===== src/rtl/periph_pkg.sv =====
// periph_pkg: shared constants for the memory-mapped peripheral block.
// Holds the default window base, register byte offsets inside the 32-byte
// window, TCON bit positions and the widths of the narrow registers.
package periph_pkg;

  localparam logic [31:0] BASE_ADDR_DEF = 32'h4000_0000;

  localparam logic [4:0] OFF_TH      = 5'h00;
  localparam logic [4:0] OFF_TL      = 5'h04;
  localparam logic [4:0] OFF_TCON    = 5'h08;
  localparam logic [4:0] OFF_LEDS    = 5'h0C;
  localparam logic [4:0] OFF_BCD7    = 5'h10;
  localparam logic [4:0] OFF_SYSTICK = 5'h14;

  localparam int TCON_EN = 0;
  localparam int TCON_IE = 1;
  localparam int TCON_IS = 2;
  localparam int TCON_W  = 3;

  localparam int LED_W  = 8;
  localparam int BCD7_W = 12;

endpackage


===== src/rtl/periph_timer.sv =====
// periph_timer: reloading up-counting timer with sticky interrupt status.
// Ports:
//   clk, rst               system clock, synchronous active-high reset
//   wr_th_i/wr_tl_i/wr_tcon_i  decoded register write strobes
//   wdata_i                write data
//   th_o, tl_o, tcon_o     current register values for the read mux
//   irq_o                  interrupt request (TCON status bit)
module periph_timer
  import periph_pkg::*;
(
  input  logic              clk,
  input  logic              rst,
  input  logic              wr_th_i,
  input  logic              wr_tl_i,
  input  logic              wr_tcon_i,
  input  logic [31:0]       wdata_i,
  output logic [31:0]       th_o,
  output logic [31:0]       tl_o,
  output logic [TCON_W-1:0] tcon_o,
  output logic              irq_o
);

  logic [31:0]       th_q, th_d;
  logic [31:0]       tl_q, tl_d;
  logic [TCON_W-1:0] tcon_q, tcon_d;
  logic              tl_max;
  logic              tick;
  logic              ovf;

  always_comb begin
    tl_max = (tl_q == 32'hFFFF_FFFF);
    // A software write to TL suppresses the whole timer update, including
    // the overflow event that would otherwise set the status bit.
    tick   = tcon_q[TCON_EN] && !wr_tl_i;
    ovf    = tick && tl_max;

    th_d = wr_th_i ? wdata_i : th_q;

    tl_d = tl_q;
    if (wr_tl_i) begin
      tl_d = wdata_i;
    end else if (tick) begin
      // th_q is the pre-edge value, so a same-cycle TH write reloads old TH
      tl_d = tl_max ? th_q : tl_q + 32'd1;
    end

    tcon_d = tcon_q;
    if (wr_tcon_i) begin
      tcon_d = wdata_i[TCON_W-1:0];
    end else if (ovf && tcon_q[TCON_IE]) begin
      tcon_d[TCON_IS] = 1'b1;
    end
  end

  always_ff @(posedge clk) begin
    if (rst) begin
      th_q   <= '0;
      tl_q   <= '0;
      tcon_q <= '0;
    end else begin
      th_q   <= th_d;
      tl_q   <= tl_d;
      tcon_q <= tcon_d;
    end
  end

  assign th_o   = th_q;
  assign tl_o   = tl_q;
  assign tcon_o = tcon_q;
  assign irq_o  = tcon_q[TCON_IS];

endmodule


===== src/rtl/periph_bus.sv =====
// periph_bus: peripheral responder on the CPU data port for a 32-byte window.
// Registers: TH, TL, TCON (timer), LEDs, BCD7 drive, read-only SysTick.
// Ports:
//   clk, rst        system clock, synchronous active-high reset
//   MemRd, MemWr    read / write strobes (same cycle as Addr)
//   Addr, WrData    byte address (word aligned) and write data
//   RdData          combinational read data, 0 unless MemRd && Hit
//   Hit             Addr falls inside the window
//   Irq             timer interrupt request
//   Leds            LED register
//   Bcd7            [7:0] segments, [11:8] digit enables
module periph_bus
  import periph_pkg::*;
#(
  parameter logic [31:0] BASE_ADDR = BASE_ADDR_DEF
) (
  input  logic              clk,
  input  logic              rst,
  input  logic              MemRd,
  input  logic              MemWr,
  input  logic [31:0]       Addr,
  input  logic [31:0]       WrData,
  output logic [31:0]       RdData,
  output logic              Hit,
  output logic              Irq,
  output logic [LED_W-1:0]  Leds,
  output logic [BCD7_W-1:0] Bcd7
);

  logic [4:0]        off;
  logic              wr_en;
  logic [LED_W-1:0]  leds_q, leds_d;
  logic [BCD7_W-1:0] bcd7_q, bcd7_d;
  logic [31:0]       systick_q, systick_d;
  logic [31:0]       th, tl;
  logic [TCON_W-1:0] tcon;

  assign Hit   = (Addr[31:5] == BASE_ADDR[31:5]);
  // Byte lane bits are masked so any Addr[1:0] selects the same word.
  assign off   = Addr[4:0] & 5'b11100;
  assign wr_en = MemWr && Hit;

  periph_timer u_timer (
    .clk       (clk),
    .rst       (rst),
    .wr_th_i   (wr_en && (off == OFF_TH)),
    .wr_tl_i   (wr_en && (off == OFF_TL)),
    .wr_tcon_i (wr_en && (off == OFF_TCON)),
    .wdata_i   (WrData),
    .th_o      (th),
    .tl_o      (tl),
    .tcon_o    (tcon),
    .irq_o     (Irq)
  );

  always_comb begin
    leds_d    = (wr_en && off == OFF_LEDS) ? WrData[LED_W-1:0]  : leds_q;
    bcd7_d    = (wr_en && off == OFF_BCD7) ? WrData[BCD7_W-1:0] : bcd7_q;
    systick_d = systick_q + 32'd1;
  end

  always_ff @(posedge clk) begin
    if (rst) begin
      leds_q    <= '0;
      bcd7_q    <= '0;
      systick_q <= '0;
    end else begin
      leds_q    <= leds_d;
      bcd7_q    <= bcd7_d;
      systick_q <= systick_d;
    end
  end

  always_comb begin
    RdData = 32'h0;
    if (MemRd && Hit) begin
      case (off)
        OFF_TH:      RdData = th;
        OFF_TL:      RdData = tl;
        OFF_TCON:    RdData = {{(32-TCON_W){1'b0}}, tcon};
        OFF_LEDS:    RdData = {{(32-LED_W){1'b0}}, leds_q};
        OFF_BCD7:    RdData = {{(32-BCD7_W){1'b0}}, bcd7_q};
        OFF_SYSTICK: RdData = systick_q;
        default:     RdData = 32'h0;
      endcase
    end
  end

  assign Leds = leds_q;
  assign Bcd7 = bcd7_q;

endmodule

===== config.mk =====
export PLATFORM = sky130hd
export DESIGN_NAME = periph_bus
export DESIGN_NICKNAME = d
export VERILOG_FILES = /design/src/rtl/periph_pkg.sv /design/src/rtl/periph_timer.sv /design/src/rtl/periph_bus.sv
export SDC_FILE = /design/constraint.sdc
export NUM_CORES = 1
export LEC_CHECK = 0
export CORE_UTILIZATION = 49
export CTS_BUF_LIST = sky130_fd_sc_hd__clkbuf_4 sky130_fd_sc_hd__clkbuf_8
export DETAILED_ROUTE_END_ITERATION = 12
export GPL_TIMING_DRIVEN = 0
export PLACE_DENSITY = 0.78
export SLEW_MARGIN = 20
export SYNTH_ARGS = -nofsm -noshare
export SYNTH_HDL_FRONTEND = slang
export SYNTH_SLANG_ARGS = --single-unit

===== constraint.sdc =====
create_clock -name clk -period 2.3 [get_ports clk]
set_input_delay 0.345 -clock clk [delete_from_list [all_inputs] [get_ports clk]]
set_output_delay 0.345 -clock clk [all_outputs]
set_load 0.05 [all_outputs]

==> flow_summary.json <==
{
  "seqPwrFrac_pct": 44.2,
  "leakage_nw": 3.350,
  "tightest_slew_ns": 0.9574,
  "clkSinkCount": 119,
  "cts_max_level": 4,
  "synth_area_leaders": "dfxtp_1 (36%), mux2i_1 (7.7%), nor2_1 (6.8%)",
  "portBuffers": 118,
  "ys.warnings.count": 0,
  "ctsHoldBuffers": 0,
  "final_common_cell": "dfxtp_1",
  "final_nets": 1036,
  "rsz0062_at_grt": "true",
  "synth_seq_cells": 119,
  "yosys.area.top_type": "dfxtp_1",
  "synthFlopType": "dfxtp_1",
  "critPathKind": "input pin to primary output",
  "drt_wl_total_um": 23050,
  "die_area_sq_mm": 0.01404,
  "n_antenna_cell": 0,
  "slew_violations": 0,
  "path_clk_slew_ns": 0.07,
  "dieHeight_um": 118.5,
  "via_per_inst": 6.140,
  "dr.pass1.iters": 6,
  "ctsRootBufferMaster": "clkbuf_8",
  "yosysTopAreaCellShare_pct": 35.82,
  "start_util_pct": 50.22,
  "die_w_um": 118.5,
  "drt_iter0_markers": 741,
  "synth-edff-count": 0,
  "num_io_pins": 122,
  "setup_viol": 24,
  "period_share_pct": 107.7,
  "synthesis.nets": 880,
  "cts_buffers": 17,
  "cts_tree": "done",
  "synthArstFlopShare_pct": 0,
  "grt_pass1_vias": 6580,
  "wl_per_cell_um": 19.97,
  "gr-total-overflow": 0,
  "post-dp-hpwl_um": 15860,
  "crit_path_end_kind": "primary output",
  "rows": 42,
  "power_density_mw_per_mm2": 512.7,
  "violations": "negative setup slack",
  "fin_crit_ns": 2.477,
  "intPower_mw": 3.647,
  "fin_ws_ns": -0.1774,
  "arrival_ns": 2.13,
  "netlist_instances": 810,
  "clockPowerShare_pct": 49.6,
  "fin_skew_ns": 0.01137,
  "cap_violations": 0,
  "crit_path_max_incr_delay_ns": 0.30,
  "ys_types": 56,
  "grt_util_all_layers_pct": 33.39,
  "path_cells": "buf_6 > nor4b_2 > and4_4 > and2_4 > nand2_8 > or2_4 > buf_12 > buf_16 > nor2_4 > buf_8",
  "mostFrequentLayoutCells": "dfxtp_1 (113), nor2_1 (98), nand2_1 (93)",
  "syn2layout_area_growth_pct": 37.69,
  "max-slew-margin-rel_pct": 36.18,
  "cp_max_fo": 6,
  "grt_max_degree": 17,
  "p_total_mw": 4.694,
  "p_sw_share_pct": 22.30,
  "clk_latency_ns": 0.47,
  "layout-drive-gt1-share_pct": 24.23,
  "hp-class": "flip-flop to flip-flop",
  "coreArea_sq_mm": 0.01324,
  "antenna_found_initial": 0,
  "start_kind": "input pin",
  "gp_congestion": 0.9071,
  "layout.cells.non_filler": 1154,
  "cp_slowest_cell": "and4_4",
  "ant_nets": 0,
  "synthesis.area_sq_mm": 0.006650,
  "cp_data_required_time_ns": 1.96,
  "status": "complete, but fails checks",
  "drc": 0,
  "clock.fmax_ghz": 0.4037,
  "ir_worst_vdd_uv": 365.8,
  "cts_buffer_depth": 2,
  "place_inst": 1104,
  "avgSynthCellArea_sq_um": 8.210,
  "grt_pass1_wl_um": 36050,
  "hold_violations": 0,
  "combPwrFrac_pct": 6.1,
  "p_sw_mw": 1.047,
  "dr_total_vias": 7086,
  "ys_seq_area_share_pct": 35.82
}
## final timing paths
check                                startpoint               end  slack [ns]  cells after the start
worst min-delay path            u_timer.th_o[6]   u_timer.th_o[6]        0.46                      2
worst max register to register  u_timer.tl_o[0]  u_timer.tl_o[16]        0.10                     10
worst min register to register  u_timer.th_o[6]   u_timer.th_o[6]        0.46                      2
worst max-delay path                   Addr[26]        RdData[12]       -0.18                     10
## synthesized netlist by cell type (all sizes together), types with 2 or more instances
| master | instances |
|---|---|
| and4 | 10 |
| mux2i | 51 |
| nor3 | 14 |
| a211o | 2 |
| o21ai | 20 |
| mux4 | 7 |
| mux2 | 30 |
| inv | 7 |
| nor2 | 120 |
| and2 | 6 |
| a221oi | 3 |
| nor4 | 12 |
| and3 | 16 |
| a41oi | 3 |
| a22oi | 25 |
| a211oi | 5 |
| xor2 | 21 |
| dfxtp | 119 |
| clkbuf | 37 |
| nand4 | 22 |
| a21o | 2 |
| a21oi | 59 |
| o221ai | 5 |
| or2 | 3 |
| o211ai | 4 |
| xnor2 | 14 |
| ha | 2 |
| nand2b | 3 |
| nand3 | 34 |
| buf | 21 |
| or3 | 13 |
| a31oi | 5 |
| nand2 | 94 |
| nor2b | 9 |
| a32o | 2 |
## critical path: cells and delay by family
family	cells	cell delay [ns]
buffers and inverters	4	0.55
AND/OR/NAND/NOR	6	1.23
## cells by family after synthesis
logic type      synth area share, %
flops                         35.82
buf+inv                       4.327
fa+ha+maj                    0.3762
simple gates                  25.81
compound gates                13.87
mux                           15.18
xor+xnor                      4.610
## power groups by stage
stage | clock, mW | combinational, mW | sequential, mW
2_1_floorplan | 0 | 0.0941 | 2.12
3_3_place_gp | 0 | 0.277 | 2.12
3_5_place_dp | 0 | 0.279 | 2.12
4_1_cts | 2.34 | 0.280 | 2.07
5_1_grt | 2.44 | 0.303 | 2.08
6_report | 2.33 | 0.289 | 2.08
## final cells by class
class                   instances  area (sq um)
plain buffers                  55         339.1
clock buffers                  23         316.6
clock inverters                 8         165.2
fillers                      1050          4086
inverters                       7         26.28
multi-input cells             626          4340
flip-flops and latches        119          2390
well taps                     176         220.2
repair buffers                140          1359
## timing repair
item | in CTS | in global routing
resized for setup | 327 | 39
buffers inserted | 15 | 5
pin swaps | 15 | 9
endpoints found under the setup margin | 83 | 64
cloned | 2 | 0
## through the flow
step | hold slack (ns) | instance area [sq um] | util [%] | setup slack (ns) | TNS, ns
detailed placement | 0.4481 | 8325 | 62.87 | -1.756 | -89.30
global route | 0.4815 | 9156 | 69.14 | -0.2346 | -4.940
floorplan | 0.4363 | 6918 | - | -0.09210 | -1.927
CTS | 0.4576 | 9086 | 68.61 | -0.2317 | -4.140
finish | 0.4573 | 9156 | 69.14 | -0.1774 | -3.563
global placement | 0.4474 | 8319 | 62.82 | -1.704 | -87.30
## flip-flops by register name, indices dropped and copies added (netlist names)
register,flops
Leds,8
Bcd7,12
u_timer.tl_o,32
u_timer.th_o,32
u_timer.tcon_o,3
systick_q,32
## metal layers
metal | GRT usage [%] | wire length, um | vias to the layer above
met3 | 6.805 | 2470 | 83
met4 | 15.66 | 770 | 0
met1 | 44.47 | 9279 | 3349
met2 | 51.76 | 10530 | 431
met5 | 0 | 0 | -
li1 | - | - | 3223
Power figures use the tool's default switching activity.
